===== config.mk =====
export PLATFORM = sky130hd
export DESIGN_NAME = if_id_pipe
export DESIGN_NICKNAME = d
export VERILOG_FILES = /design/src/rtl/if_id_pipe.sv
export SDC_FILE = /design/constraint.sdc
export NUM_CORES = 1
export LEC_CHECK = 0
export CORE_UTILIZATION = 51
export CTS_CLUSTER_SIZE = 28
export DETAILED_ROUTE_END_ITERATION = 6
export PLACE_DENSITY = 0.86
export SYNTH_ARGS = -nofsm -noshare
export SYNTH_HDL_FRONTEND = slang
export SYNTH_SLANG_ARGS = --single-unit

===== constraint.sdc =====
create_clock -name clk -period 4.85 [get_ports clk]
set_input_delay 1.2125 -clock clk [delete_from_list [all_inputs] [get_ports clk]]
set_output_delay 1.2125 -clock clk [all_outputs]
set_load 0.005 [all_outputs]

===== src/rtl/if_id_pipe.sv =====
// rtl/if_id_pipe.sv - fetch/decode boundary register with 2-entry skid buffer
// Optional performance counters guarded by IF_ID_PERF_CNT_EN.
module if_id_pipe #(
  parameter int                 PC_W      = 16,
  parameter int                 INSTR_W   = 16,
  parameter logic [INSTR_W-1:0] NOP_INSTR = '0,
  parameter int                 CNT_W     = 16
) (
  input  logic               clk,
  input  logic               rst_n,
  input  logic               flush,
  input  logic               in_valid,
  output logic               in_ready,
  input  logic [PC_W-1:0]    pc,
  input  logic [INSTR_W-1:0] instruction,
  output logic               out_valid,
  input  logic               out_ready,
  output logic [PC_W-1:0]    qpc,
  output logic [INSTR_W-1:0] qinstruction,
  output logic [1:0]         occupancy,
  output logic [CNT_W-1:0]   stall_cnt,
  output logic [CNT_W-1:0]   flush_cnt
);

  logic               main_valid, skid_valid;
  logic [PC_W-1:0]    main_pc, skid_pc;
  logic [INSTR_W-1:0] main_instr, skid_instr;

  logic acc, pop;
  logic main_valid_next, skid_valid_next;
  logic main_load, skid_load;

  // in_ready comes straight from a flop, so DECODE stalls never reach FETCH combinationally
  assign in_ready = !skid_valid;
  assign acc      = in_valid & in_ready;
  assign pop      = main_valid & out_ready;

  always_comb begin
    main_valid_next = main_valid;
    skid_valid_next = skid_valid;
    if (flush) begin
      main_valid_next = 1'b0;
      skid_valid_next = 1'b0;
    end else if (skid_valid) begin
      main_valid_next = 1'b1;
      skid_valid_next = !pop;
    end else begin
      main_valid_next = acc | (main_valid & !pop);
      skid_valid_next = acc & main_valid & !pop;
    end
  end

  // Main refills from skid first, keeping strict FIFO order
  assign main_load = !flush & ((skid_valid & pop) | (acc & (!main_valid | pop)));
  assign skid_load = !flush & acc & main_valid & !pop;

  always_ff @(posedge clk or negedge rst_n) begin
    if (!rst_n) begin
      main_valid <= 1'b0;
      skid_valid <= 1'b0;
    end else begin
      main_valid <= main_valid_next;
      skid_valid <= skid_valid_next;
    end
  end

  always_ff @(posedge clk or negedge rst_n) begin
    if (!rst_n) begin
      main_pc    <= '0;
      main_instr <= NOP_INSTR;
      skid_pc    <= '0;
      skid_instr <= NOP_INSTR;
    end else begin
      if (main_load) begin
        main_pc    <= skid_valid ? skid_pc : pc;
        main_instr <= skid_valid ? skid_instr : instruction;
      end
      if (skid_load) begin
        skid_pc    <= pc;
        skid_instr <= instruction;
      end
    end
  end

  assign out_valid    = main_valid;
  assign qpc          = main_valid ? main_pc : '0;
  assign qinstruction = main_valid ? main_instr : NOP_INSTR;
  assign occupancy    = {1'b0, main_valid} + {1'b0, skid_valid};

`ifdef IF_ID_PERF_CNT_EN
  logic [CNT_W-1:0] stall_q, flush_q;

  always_ff @(posedge clk or negedge rst_n) begin
    if (!rst_n) begin
      stall_q <= '0;
      flush_q <= '0;
    end else begin
      if (main_valid && !out_ready && stall_q != '1)
        stall_q <= stall_q + 1'b1;
      if (flush && main_valid && flush_q != '1)
        flush_q <= flush_q + 1'b1;
    end
  end

  assign stall_cnt = stall_q;
  assign flush_cnt = flush_q;
`else
  assign stall_cnt = '0;
  assign flush_cnt = '0;
`endif

endmodule


# Word-level counts from Yosys, hierarchy flattened
# Index checks and enable logic that the tools add are counted.
# totals
regBits	66
input_bits	37
output_inout_bits	68
elab_cells	33
# op_classes
addsub	1
mux	8
bitwise_logic	14
reduce_logical	4
# ops
cell	n
2-to-1 mux 16 bit	4
AND 1 bit	11
zero test 1 bit	4
2-to-1 mux 1 bit	4
OR 1 bit	3
adder 1 x 1 -> 2 bit	1

# Longest topological paths before layout
# logic_depth
depth_word	6
mapped_depth	5
ltp_nobuf	3

# Least setup slack after synthesis
# Ideal clock, no wire load.
# synth_path
path_type	input-to-reg
startpoint	input flush
endpoint	register main_instr[0]
setup_ns	0.125
arrival_time_ns	2.204
t_required_ns	4.725
setup_slack_ns	2.521
path_stages	3
n_path_buf	1
cell_sequence	a2111oi_4 -> buf_6 -> mux2_4
# synth_between
elab_chain_cells	2
# synth_rtl
item	line	rtl
start, declared	11	input logic flush,
zero test 1 bit	54	assign main_load = !flush & ((skid_valid & pop) | (acc & (!main_valid | pop)));
AND 1 bit	54	
end signal, assigned	76	main_instr <= skid_valid ? skid_instr : instruction;
end, declared	27	logic [INSTR_W-1:0] main_instr, skid_instr;
# Every way passes these cells.
# A chain may end at the register's enable or synchronous reset.

# Worst setup path after layout
# layout_path
startpoint	register main_valid (netlist: out_valid)
endpoint	output occupancy[0]
# layout_between
elab_chain_cells	1
# layout_rtl
item	line	rtl
start, declared	25	logic main_valid, skid_valid;
start signal, assigned	62	main_valid <= main_valid_next;
adder 1 x 1 -> 2 bit	88	assign occupancy = {1'b0, main_valid} + {1'b0, skid_valid};
end, declared	20	output logic [1:0] occupancy,
# Every way passes these cells.

==> results_dict.tcl <==
set metrics [dict create \
    status "complete, but fails checks" \
    violations "DRC" \
    sw_frac_of_total 0.2454 \
    slew_headroom 0.3103 \
    layout.nets 361 \
    hold-path-cell-count 1 \
    cts_setup_buffers 0 \
    required_ns 3.64 \
    dp_hpwl_mm 4.000 \
    combPwrFrac 0.240 \
    syn_inst 252 \
    highest_layer "met4" \
    placed_cells 389 \
    drv_slew 0 \
    core.rowCount 29 \
    numCtsBuffers 9 \
    fin_area_um2 4294 \
    overflow 0 \
    wl_per_cell_um 15.17 \
    num_antenna_cells 0 \
    grt_start_max_net_pins 39 \
    irDropWorstVdd_mv 0.2362 \
    post-route-util 0.6611 \
    setup-violations-final 0 \
    rsz0062_at_grt "false" \
    netSwitchingPower_mw 0.3871 \
    dieArea_um2 7184 \
    placed_cell_area_um2 4111 \
    cts_sinks 66 \
    drt_first_pass_iters 7 \
    synth_seq_area_share 0.4728 \
    drt-met1-wl_mm 2.689 \
    drv_cap 0 \
    drcViolationCount 9 \
    grt_usage 0.1864 \
    wl_met3_um 324 \
    cts_tree "done" \
    cts_resized 0 \
    fin_crit_sh 0.6974 \
    clockPowerShare 0.267 \
    start_util 0.5379 \
    holdPathEnd "skid_instr[14]$_DFFE_PN0P_" \
    pre_cts_ws_ns 1.610 \
    ctsHoldBuffers 0 \
    max_clock_freq_ghz 0.2956 \
    finalWorstSetupSlack_ns 1.468 \
    worstReg2RegStart "out_valid$_DFF_PN0_" \
    internal_power_mw 1.190 \
    grt_antenna_before_repair 0 \
    ff2ff_setup_slack_ns 2.22 \
    insertion_delay_ns 0.33 \
    core_um2 6495 \
    drt-initial-drc-count 105 \
    area_delta_synth_final_pct 22.92 \
    power_mw 1.577 \
    layout_commonest_cell "clkdlybuf4s50_1" \
    worstPathArrival_ns 2.17 \
    grt_pass1_vias 2144 \
    rr_endpoint "main_instr[13]$_DFFE_PN0P_" \
    synth_seq_cells 66 \
    cts_max_level 3 \
    routed_wl_mm 6.145 \
    fin_hold_ws_ns 0.4849 \
    ys_warn_count 0 \
    critPathKind "register to output pin" \
    cts_buffer_depth 2 \
    pin_count 105 \
    wl_met2_mm 3.037 \
    vias 2033 \
    finalNonFillerCells 405 \
    holdCritPathClass "register to register" \
    seqPwrFrac 0.493 \
    powerDensity_nw_per_um2 367.3 \
    gp_congestion 0.7124 \
    avgSynthCellArea_um2 13.86 \
    hold_viol_final 0 \
    layout_common_cells "71 x clkdlybuf4s50_1, 65 x dfrtp_1, 64 x mux2_2" \
    path_clk_slew_ns 0.06 \
    clock_skew_ns 0.007324 \
    grt_pass1_wl_mm 10.30 \
    portBuffers 72 \
    hp-start "skid_instr[14]$_DFFE_PN0P_" \
    tns_ns 0 \
    cts-root-buf "clkbuf_8" \
    crit_fanout 38 \
    die_w_um 84.76 \
    r2r_cells 4 \
    endpoint_kind "output pin" \
    die_h_um 84.76 \
    worst_pin_slew_ns 1.034 \
    synth_cell_types 20 \
    finalCriticalPeriod_ns 3.382 \
    syn_area_um2 3493 \
    drive_gt1_frac 0.3598 \
    power.leakage_nw 1.877 \
    postRouteAntennaNets 0 \
    cp-start-kind "register" \
    routed_via_density 5.020 \
]
## synthesized netlist by cell type, drive strengths merged
cell | n | area share
clkbuf | 6 | 0.0064
buf | 40 | 0.089
nand2 | 1 | 0.0011
nor4 | 1 | 0.0061
inv | 2 | 0.0021
dfrtp | 66 | 0.47
and2 | 32 | 0.058
mux2 | 96 | 0.34
nor2b | 1 | 0.0039
nor3 | 1 | 0.0014
a2111oi | 1 | 0.0079
a221oi | 1 | 0.0025
nor2 | 2 | 0.0021
conb | 1 | 0.0011
ha | 1 | 0.0036
## power by group through the flow
| stage | Sequential (mW) | Combinational, mW | Clock (mW) |
|---|---|---|---|
| floorplan | 0.748 | 0.282 | 0 |
| global placement | 0.780 | 0.368 | 0 |
| detailed placement | 0.788 | 0.383 | 0 |
| CTS | 0.780 | 0.384 | 0.436 |
| global route | 0.796 | 0.412 | 0.456 |
| finish | 0.778 | 0.379 | 0.421 |
## logic make-up (layout without fill, tap and decap cells)
group | count (synthesis) | after routing | synth area share
adder cells (fa/ha/maj) | 1 | 1 | 0.003581
buffers and inverters | 48 | 93 | 0.09778
AO/OA/AOI/OAI | 2 | 2 | 0.01039
multiplexers | 96 | 96 | 0.3417
AND/OR/NAND/NOR | 38 | 38 | 0.07270
other | 1 | 32 | 0.001073
flip-flops | 66 | 66 | 0.4728
## final cells by class
type | instances | area [um2]
Multi-Input combinational cell | 169 | 1617
Clock inverter | 2 | 10.01
Sequential cell | 66 | 1653
Inverter | 2 | 7.507
Fill cell | 502 | 2201
Timing Repair Buffer | 75 | 738.2
Tap cell | 77 | 96.34
Clock buffer | 14 | 172.7
## worst max-delay path by stage
stage	start	to	slack, ns
5_1_grt	out_valid$_DFF_PN0_	occupancy[0]	1.30
3_3_place_gp	out_ready	main_instr[12]$_DFFE_PN0P_	1.64
6_report	out_valid$_DFF_PN0_	occupancy[0]	1.47
4_1_cts	out_valid$_DFF_PN0_	occupancy[0]	1.37
2_1_floorplan	flush	main_instr[0]$_DFFE_PN0P_	2.52
3_5_place_dp	out_ready	main_instr[13]$_DFFE_PN0P_	1.61
## worst max-delay path, cell delays in order, from the launching register on
cell and delay (ns):
dfrtp_1 1.02, ha_1 0.37, clkdlybuf4s50_1 0.44
## sequential cells by signal, summed over array words and instances, names as in the netlist
register / count
skid_pc: 16
main_pc: 16
out_valid: 1
main_instr: 16
skid_instr: 16
skid_valid: 1
## layer usage
layer / vias up / GRT usage
li1: 938 / -
met1: 1020 / 0.2287
met2: 66 / 0.3104
met3: 9 / 0.04720
met4: 0 / 0.08629
met5: - / 0
Power figures use the tool's default switching activity.
